### config.mk
export PLATFORM = sky130hd
export DESIGN_NAME = acc_adder
export DESIGN_NICKNAME = d
export VERILOG_FILES = /design/src/rtl/acc_adder_pkg.sv /design/src/rtl/acc_adder_addsub_core.sv /design/src/rtl/acc_adder.sv
export SDC_FILE = /design/constraint.sdc
export NUM_CORES = 1
export LEC_CHECK = 0
export CAP_MARGIN = 20
export CORE_UTILIZATION = 47
export CTS_CLUSTER_DIAMETER = 200
export DETAILED_ROUTE_END_ITERATION = 10
export PLACE_DENSITY = 0.86
export SLEW_MARGIN = 20
export SYNTH_ARGS = -nofsm -noshare
export SYNTH_HDL_FRONTEND = slang
export SYNTH_HIERARCHICAL = 1
export SYNTH_SLANG_ARGS = --single-unit
export TNS_END_PERCENT = 50
### constraint.sdc
create_clock -name clk -period 2.63 [get_ports clk]
set_clock_uncertainty 0.2 [all_clocks]
set_input_delay 0.263 -clock clk [delete_from_list [all_inputs] [get_ports clk]]
set_output_delay 0.263 -clock clk [all_outputs]
set_load 0.1 [all_outputs]
### src/rtl/acc_adder_pkg.sv
// Shared definitions for the accumulating adder.
//   op_e : operation encoding carried on the 2-bit op port
//   OP_W : width of the op port
package acc_adder_pkg;

  localparam int unsigned OP_W = 2;

  typedef enum logic [OP_W-1:0] {
    ADD = 2'd0,
    SUB = 2'd1,
    ACC = 2'd2,
    CLR = 2'd3
  } op_e;

endpackage

### src/rtl/acc_adder_addsub_core.sv
// Combinational arithmetic datapath of acc_adder.
//   i_op    : operation (op_e encoding)
//   i_a     : operand A
//   i_b     : operand B (ADD/SUB only)
//   i_acc   : current accumulator (ACC only)
//   o_y     : result, saturated when SAT != 0
//   o_carry : raw carry-out (ADD/ACC) or borrow (SUB), never affected by saturation
module addsub_core
  import acc_adder_pkg::*;
#(
  parameter int unsigned WIDTH = 4,
  parameter int unsigned SAT   = 0
) (
  input  logic [OP_W-1:0]  i_op,
  input  logic [WIDTH-1:0] i_a,
  input  logic [WIDTH-1:0] i_b,
  input  logic [WIDTH-1:0] i_acc,
  output logic [WIDTH-1:0] o_y,
  output logic             o_carry
);

  localparam bit SatEn = (SAT != 0);

  logic [WIDTH:0] w_sum;

  always_comb begin
    w_sum   = '0;
    o_y     = '0;
    o_carry = 1'b0;
    case (op_e'(i_op))
      ADD: begin
        w_sum   = {1'b0, i_a} + {1'b0, i_b};
        o_carry = w_sum[WIDTH];
        o_y     = (SatEn && w_sum[WIDTH]) ? '1 : w_sum[WIDTH-1:0];
      end
      SUB: begin
        // Top bit of the WIDTH+1 difference is set exactly when a < b.
        w_sum   = {1'b0, i_a} - {1'b0, i_b};
        o_carry = w_sum[WIDTH];
        o_y     = (SatEn && w_sum[WIDTH]) ? '0 : w_sum[WIDTH-1:0];
      end
      ACC: begin
        w_sum   = {1'b0, i_acc} + {1'b0, i_a};
        o_carry = w_sum[WIDTH];
        o_y     = (SatEn && w_sum[WIDTH]) ? '1 : w_sum[WIDTH-1:0];
      end
      CLR: begin
        o_y     = '0;
        o_carry = 1'b0;
      end
      default: begin
        o_y     = '0;
        o_carry = 1'b0;
      end
    endcase
  end

endmodule

### src/rtl/acc_adder.sv
// Registered add/subtract/accumulate unit with valid/ready handshakes on both sides.
//   clk, rst_n          : rising-edge clock, asynchronous active-low reset
//   in_valid/in_ready   : request handshake; in_ready = !out_valid || out_ready
//   op, a, b            : operation and operands (b ignored for ACC/CLR)
//   out_valid/out_ready : result handshake; result held while stalled
//   y, carry            : registered result and carry/borrow
//   acc                 : accumulator register (written by ACC and CLR only)
module acc_adder
  import acc_adder_pkg::*;
#(
  parameter int unsigned WIDTH = 4,
  parameter int unsigned SAT   = 0
) (
  input  logic             clk,
  input  logic             rst_n,
  input  logic             in_valid,
  output logic             in_ready,
  input  logic [OP_W-1:0]  op,
  input  logic [WIDTH-1:0] a,
  input  logic [WIDTH-1:0] b,
  output logic             out_valid,
  input  logic             out_ready,
  output logic [WIDTH-1:0] y,
  output logic             carry,
  output logic [WIDTH-1:0] acc
);

  logic             r_out_valid;
  logic [WIDTH-1:0] r_y;
  logic             r_carry;
  logic [WIDTH-1:0] r_acc;

  logic             w_fire;
  logic [WIDTH-1:0] w_core_y;
  logic             w_core_carry;
  logic             w_out_valid_nxt;
  logic [WIDTH-1:0] w_y_nxt;
  logic             w_carry_nxt;
  logic [WIDTH-1:0] w_acc_nxt;

  addsub_core #(
    .WIDTH (WIDTH),
    .SAT   (SAT)
  ) u_core (
    .i_op    (op),
    .i_a     (a),
    .i_b     (b),
    .i_acc   (r_acc),
    .o_y     (w_core_y),
    .o_carry (w_core_carry)
  );

  // A stalled result blocks new beats, which also freezes the accumulator.
  assign in_ready = !r_out_valid || out_ready;
  assign w_fire   = in_valid && in_ready;

  always_comb begin
    w_out_valid_nxt = r_out_valid;
    w_y_nxt         = r_y;
    w_carry_nxt     = r_carry;
    w_acc_nxt       = r_acc;
    if (w_fire) begin
      w_out_valid_nxt = 1'b1;
      w_y_nxt         = w_core_y;
      w_carry_nxt     = w_core_carry;
      // CLR yields y = 0, so both ACC and CLR can load the core result.
      if (op == ACC || op == CLR) begin
        w_acc_nxt = w_core_y;
      end
    end else if (out_ready) begin
      w_out_valid_nxt = 1'b0;
    end
  end

  always_ff @(posedge clk or negedge rst_n) begin
    if (!rst_n) begin
      r_out_valid <= 1'b0;
      r_y         <= '0;
      r_carry     <= 1'b0;
      r_acc       <= '0;
    end else begin
      r_out_valid <= w_out_valid_nxt;
      r_y         <= w_y_nxt;
      r_carry     <= w_carry_nxt;
      r_acc       <= w_acc_nxt;
    end
  end

  assign out_valid = r_out_valid;
  assign y         = r_y;
  assign carry     = r_carry;
  assign acc       = r_acc;

endmodule

== After elaboration in Yosys (flattened, before gate mapping) ==
Cells that the tools add are included.
Storage, ports and cells
  register bits after elaboration: 10
  input port bits: 14
  output and inout bits: 11
  logic and storage cells: 21
Cells by class
  add/subtract/negate cells: 3
  eq/ne operators: 3
  mux-type cells: 4
  reductions and logical operators: 7
Operator list (number)
  $pmux W4 S4: 1
  $add A4 B4 Y5: 2
  $sub A4 B4 Y5: 1
  $eq A2 B2 Y1 const B: 2
  $pmux W1 S4: 1
  $eq A2 B1 Y1 const B: 1
  $logic_not A2 Y1: 1
  $logic_or A1 B1 Y1: 2
  $mux W1: 2
  $reduce_and A2 Y1: 1
  $reduce_bool A2 Y1: 1
  $logic_and A1 B1 Y1: 1
  $logic_not A1 Y1: 1

== Longest topological paths before layout ==
Gate-level depths: netlist of the first run.
  depth after elaboration: 4
  depth in mapped cells: 9
  depth with buffers taken out: 9

== Hierarchy ==
Netlist of the first run, hierarchy kept.
Modules (own cells, without submodules)
  addsub_core: times used 1, cells each 58, area an instance 476.7 µm², sequential area each 0.0 µm²
  acc_adder: times used 1, cells each 24, area an instance 414.1 µm², sequential area each 250.2 µm²

== Worst setup path after synthesis of the first run ==
No wires, ideal clock.
  path kind: reg2reg
  start: reg r_acc[0], in the netlist acc[0]
  end: reg r_carry, in the netlist carry
  library setup time: 0.126 ns
  data arrival time: 2.266 ns
  required time: 2.304 ns
  path slack: 0.038 ns
  cell stages (with the launch flop): 8
  path buffers: 0
  clock period less this slack: 2.592 ns
  path through: dfrtp_1 > ha_1 > fa_1 > a21o_1 > a21oi_1 > a221o_2 > o41ai_1 > mux2_2
On the way
  cells in the longest elaborated chain, start to end: 2
Ends and longest elaborated chain
  from (decl): RTL line acc_adder.sv:31  | logic [WIDTH-1:0] r_acc;
  from (signal assigned): RTL line acc_adder.sv:85  | r_acc <= w_acc_nxt;
  $add A4 B4 Y5: RTL line acc_adder_addsub_core.sv:43  | w_sum = {1'b0, i_acc} + {1'b0, i_a};
  $pmux W1 S4: RTL line acc_adder_addsub_core.sv:30  | case (op_e'(i_op))
  via w_core_carry: RTL line acc_adder.sv:35  | logic w_core_carry;
  to (signal assigned): RTL line acc_adder.sv:84  | r_carry <= w_carry_nxt;
  to (decl): RTL line acc_adder.sv:30  | logic r_carry;
The timed path passes the listed nets, and every way through them passes these cells.
A chain may end at the register's enable or synchronous reset.

== Worst setup path in the final report of the first run ==
  start: in a[1]
  end: reg r_y[3], in the netlist y[3]
On the way
  cells in the longest elaborated chain, start to end: 2
  elaborated cells on any way between the ends: 4
  those cells by class: add/sub: 3; mux: 1
Ends and longest elaborated chain
  from (decl): RTL line acc_adder.sv:19  | input logic [WIDTH-1:0] a,
  $add A4 B4 Y5 (tied with other cells): RTL line acc_adder_addsub_core.sv:43
  $pmux W4 S4 (*): RTL line acc_adder_addsub_core.sv:30
  via w_core_y[3]: RTL line acc_adder.sv:34  | logic [WIDTH-1:0] w_core_y;
  to (signal assigned): RTL line acc_adder.sv:83  | r_y <= w_y_nxt;
  to (decl): RTL line acc_adder.sv:29  | logic [WIDTH-1:0] r_y;
Mark *: on every way through the listed nets, which the timed path passes. The rest lies on a longest branch.

==> impl_metrics.json, run 1 <==
{
  "run_status": "finished clean",
  "cts_hold_buf": 0,
  "cp_max_fo": 6,
  "synth.avg_cell_area_um2": 10.86,
  "postCtsSetupBuffers": 0,
  "met2_usage": 0.3429,
  "worstRegToRegCells": 7,
  "yosys.area.top_type_share": 0.2809,
  "post-route-min-period_ps": 2294,
  "rows": 15,
  "die_area_mm2": 0.002073,
  "fin_nets": 137,
  "synth_area_leaders": "dfrtp_1 (28%), ha_1 (17%), fa_1 (6.7%)",
  "synth_nets": 111,
  "p_per_area_mw_per_mm2": 888.3,
  "dp_cells": 128,
  "synth-seq-cells": 10,
  "syn_to_final_growth_pct": 28.51,
  "gr-max-usage-layer": "met2",
  "fin_crit_sh": 0.8722,
  "route.detailed.drc": 0,
  "cts_tree": "built",
  "die_h_um": 45.54,
  "numCtsBuffers": 3,
  "rsz0062_at_grt": "false",
  "cts_buffer_depth": 2,
  "grt_pass1_vias": 681,
  "yosys_warnings": 6,
  "tns_ps": 0,
  "final_cell_mix": "clkdlybuf4s50_1 (13), ha_1 (12), buf_4 (11)",
  "antenna_found_initial": 0,
  "fin_cells": 132,
  "synth.distinct_cells": 32,
  "initial_core_util": 0.5104,
  "drv_slew": 0,
  "gr-total-overflow": 0,
  "drt-vias-per-instance": 5.356,
  "wl_per_cell_um": 13.73,
  "grt_pass1_wl_um": 2918,
  "clk_pin_slew_ps": 70,
  "dp_hpwl_um": 1508,
  "maxCapViolCount": 0,
  "gp_congestion": 0.7836,
  "coreArea_mm2": 0.001745,
  "first_pass_iters": 4,
  "finalHoldViolCount": 0,
  "crit_required_ps": 2590,
  "synth-seq-area-share": 0.2809,
  "fmax_ghz": 0.4359,
  "netlist_area_um2": 890.9,
  "die_width_um": 45.54,
  "worst_setup_path_end_kind": "flip-flop",
  "portBuffers": 24,
  "cp.arrival_ps": 2250,
  "grt_util_all_layers": 0.2032,
  "diodes": 0,
  "final_common_cell": "clkdlybuf4s50_1",
  "cts_sinks": 10,
  "clock_latency_ps": 270,
  "final_area_mm2": 0.001145,
  "cts_root_buf": "clkbuf_4",
  "slew_headroom": 0.7020,
  "critPathLaunchType": "primary input",
  "ctsResizeCount": 0,
  "setup_violations": 0,
  "cellLeakagePower_nw": 0.5574,
  "routed_wl_um": 1813,
  "worstSetupPathType": "in2reg",
  "met3_usage": 0.04365,
  "vias": 707,
  "yosys.area.top_type": "dfrtp_1",
  "grt_max_degree": 11,
  "antenna_left": 0,
  "peakVddDrop_mv": 0.7051,
  "tightest_slew_ps": 445.5,
  "htreeDepth": 1,
  "drive_above_1_share": 0.2804,
  "ioPinCount": 25,
  "min_path_type": "in2async",
  "first_iter_violations": 20,
  "placedInstanceArea_mm2": 0.001109,
  "setup_slack_ps": 336.1,
  "syn_inst": 82,
  "n_fill_cell": 141,
  "met1_usage": 0.2456,
  "pre_cts_ws_ps": 57.13
}
-- sequential cells by signal, indices dropped and copies added (netlist names) --
name,flops
carry,1
out_valid,1
acc,4
y,4
-- kinds of logic (layout without fill, tap and decap cells) --
logic type      count (synthesis)  in the layout  synth area share
flops                          10             10            0.2809
mux                            10             10            0.1419
buf+inv                        11             36           0.06602
fa+ha+maj                      15             15            0.2360
compound gates                 17             17            0.1362
simple gates                   17             17            0.1194
xor+xnor                        2              2           0.01967
-- path summary, 6_finish.rpt --
kind                              from     end  slack (ps)
worst max register to register  acc[0]   carry         480
max in group asynchronous        rst_n  acc[2]        1820
worst min-delay path             rst_n   carry         100
worst min register to register    y[1]    y[1]         330
worst max-delay path              a[1]    y[3]         340
min in group clk                  y[1]    y[1]         330
-- per-stage QoR --
step / hold slack (ps) / total power, W / util
2_1_floorplan: -232.6 / 0.0007362 / -
3_3_place_gp: 298.0 / 0.0008667 / 0.6351
3_5_place_dp: 306.4 / 0.0008811 / 0.6351
4_1_cts: 110.1 / 0.001024 / 0.6559
5_1_grt: 127.5 / 0.001067 / 0.6559
6_report: 104.7 / 0.001017 / 0.6559
-- power by group --
group / switching [W] / leakage (nW) / internal, W
Clock: 0.0000545 / 0.0210 / 0.0000842
Sequential: 0.0000352 / 0.123 / 0.000197
Combinational: 0.000454 / 0.414 / 0.000192
-- cell usage after synthesis --
master / number
and3_1: 1
o21bai_1: 1
mux2_4: 4
o311a_1: 1
nand2b_4: 1
buf_6: 2
nand3b_1: 1
o31ai_2: 1
o21ai_0: 3
inv_4: 1
o22ai_1: 2
ha_1: 12
nor3_1: 1
a21oi_1: 4
nor2_1: 2
xnor2_1: 2
dfrtp_1: 10
nand2_1: 4
and3_4: 1
o41ai_1: 2
or2b_1: 1
nor2b_1: 3
nand2b_2: 1
o21a_1: 1
a21o_1: 1
mux2i_1: 1
mux2_2: 5
nand3_1: 1
fa_1: 3
inv_1: 7
clkbuf_1: 1
a221o_2: 1
-- area by class of cell --
cell class	instances	area (µm²)	share of cell area
multi-input combinational	61	581.8	0.5082
sequential	10	250.2	0.2186
timing repair buffer	24	212.7	0.1858
clock buffer	4	36.28	0.03169
inverter	8	32.53	0.02842
tap	25	31.28	0.02732
-- worst max-delay path, stage by stage --
cell	delay (ps)
clkdlybuf4s50_1	670
ha_1	300
nor2b_1	140
o311a_1	300
nor3_1	190
o31ai_2	110
mux2_2	280
-- layer usage --
metal / part of all wire / routed length (µm)
met2: 0.50 / 902
met4: 0.020 / 36
met3: 0.056 / 101
met1: 0.43 / 772
met5: 0 / 0
Note: power is estimated with default switching activity, not from simulation.
==> run 2, diff against run 1 <==
--- a/config.mk
+++ b/config.mk
@@ -9,6 +9,7 @@
 export CORE_UTILIZATION = 47
 export CTS_CLUSTER_DIAMETER = 200
 export DETAILED_ROUTE_END_ITERATION = 10
+export GPL_TIMING_DRIVEN = 0
 export PLACE_DENSITY = 0.86
 export SLEW_MARGIN = 20
 export SYNTH_ARGS = -nofsm -noshare
==> constraint.sdc (replaced) <==
create_clock -name clk -period 2.4 [get_ports clk]
set_clock_uncertainty 0.2 [all_clocks]
set_input_delay 0.24 -clock clk [delete_from_list [all_inputs] [get_ports clk]]
set_output_delay 0.24 -clock clk [all_outputs]
set_load 0.1 [all_outputs]
==> impl_metrics.json, run 2 (same netlist as run 1, synthesis figures left out) <==
{
  "cts_sinks": 10,
  "path_cells": "clkdlybuf4s50_1, ha_1, fa_1, a21o_1, a21oi_1, a221o_2, o41ai_1, mux2_2",
  "slowest_delay_ps": 450,
  "maxCapViolCount": 0,
  "antenna_left": 0,
  "fmax_ghz": 0.4357,
  "cp.arrival_ps": 2240,
  "fin_util": 0.6896,
  "p_per_area_mw_per_mm2": 943.3,
  "rsz0062_at_grt": "false",
  "tightest_slew_ps": 975.0,
  "final_common_cell": "clkdlybuf4s50_1",
  "cp_max_fo": 3,
  "clock_latency_ps": 250,
  "first_iter_violations": 10,
  "gr-total-overflow": 0,
  "route.detailed.drc": 0,
  "gp_congestion": 0.7876,
  "slew_headroom": 0.3480,
  "die_h_um": 45.54,
  "setup_violations": 0,
  "final_cell_mix": "clkdlybuf4s50_1 (21), ha_1 (12), dfrtp_1 (8)",
  "diodes": 0,
  "dp_hpwl_um": 1459,
  "peakVddDrop_mv": 0.9739,
  "reg2reg_from": "acc[0]",
  "numCtsBuffers": 3,
  "cts_root_buf": "clkbuf_4",
  "wl_per_cell_um": 13.37,
  "cts_tree": "built",
  "critPathLaunchType": "primary input",
  "fin_crit_sh": 0.9564,
  "grt_util_all_layers": 0.1998,
  "drive_above_1_share": 0.2202,
  "initial_core_util": 0.5104,
  "antenna_found_initial": 0,
  "fin_nets": 139,
  "r2r_slack_ps": 170,
  "grt_pass1_vias": 685,
  "die_width_um": 45.54,
  "worstSetupPathType": "in2reg",
  "worstRegToRegCells": 7,
  "cellLeakagePower_nw": 0.5720,
  "drt-vias-per-instance": 5.336,
  "total_power_w": 0.001135,
  "grt_pass1_wl_um": 2987,
  "finalHoldViolCount": 0,
  "coreArea_mm2": 0.001745,
  "crit_required_ps": 2340,
  "portBuffers": 23,
  "first_pass_iters": 4,
  "worst_setup_path_end_kind": "flip-flop",
  "drv_slew": 0,
  "run_status": "finished clean",
  "rows": 15,
  "min_path_type": "in2async",
  "clk_pin_slew_ps": 70,
  "htreeDepth": 1,
  "ioPinCount": 25,
  "die_area_mm2": 0.002073,
  "n_fill_cell": 135,
  "vias": 715,
  "syn_to_final_growth_pct": 35.11,
  "post-route-min-period_ps": 2295,
  "cts_buffer_depth": 2,
  "routed_wl_um": 1792,
  "r2r-end": "carry",
  "crit_slowest_cell": "clkdlybuf4s50_1",
  "grt_max_degree": 11
}
## run 2: cell count changes in the layout (fill, tap and decap cells not counted)
cell             before  now
buf_6                 0    2
dfrtp_1              10    8
clkdlybuf4s50_1      13   21
o41ai_2               0    1
dlymetal6s2s_1        0    2
clkbuf_1              0    1
dfrtp_2               0    2
buf_4                11    0
o41ai_1               2    1
## run 2: worst max-delay path by stage
stage                     startpoint        to  slack (ps)
after global routing            a[0]     carry          20
after detailed placement        a[1]      y[3]        -200
after global placement          a[1]      y[3]        -130
after floorplan               acc[2]     carry           2
final                           a[0]     carry         100
after CTS                  out_ready  in_ready           7
## run 2: per-layer routing
metal / vias to the layer above / share of wire / wire length (µm) / GRT usage
met5: - / 0 / 0 / 0
met4: 0 / 0.0078 / 14 / 0.05455
met2: 18 / 0.50 / 895 / 0.3486
li1: 345 / - / - / -
met3: 2 / 0.031 / 56 / 0.02381
met1: 350 / 0.46 / 825 / 0.2581
## run 2: layout make-up
type / instances / area (µm²) / share of cell area
clock buffer: 4 / 36.28 / 0.03015
timing repair buffer: 23 / 235.2 / 0.1954
sequential: 10 / 252.7 / 0.2100
tap: 25 / 31.28 / 0.02599
multi-input combinational: 61 / 589.3 / 0.4896
buffer: 3 / 26.28 / 0.02183
inverter: 8 / 32.53 / 0.02703
## run 2: worst max-delay path: cells and delay by family
family | cells | cell delay (ps)
compound gates | 4 | 590
mux | 1 | 290
fa+ha+maj | 2 | 670
buf+inv | 1 | 450
## run 2: what timing repair did
item                                    4_1_cts  5_1_grt
setup buffers                                 0        0
gates resized for setup                       0        3
endpoints found under the setup margin        0        4
hold buffers                                  0        0
## run 2: power breakdown
group          internal (W)  total, W  switching [W]
clock             0.0000919  0.000147      0.0000554
sequential         0.000218  0.000255      0.0000373
combinational      0.000231  0.000733       0.000502
## run 2: stage by stage
| step | TNS (ps) | cells | area (µm²) | setup WS, ps | hold slack (ps) |
|---|---|---|---|---|---|
| 6_report | 0 | 134 | 1204 | 104.7 | 92.62 |
| 5_1_grt | 0 | 134 | 1204 | 22.64 | 110.2 |
| 4_1_cts | 0 | 134 | 1191 | 6.826 | 105.6 |
| 3_5_place_dp | -660.8 | 130 | 1155 | -198.5 | 299.3 |
| 3_3_place_gp | -366.3 | 130 | 1155 | -126.7 | 294.2 |
| 2_1_floorplan | 0 | 82 | 893.4 | 2.455 | -255.6 |
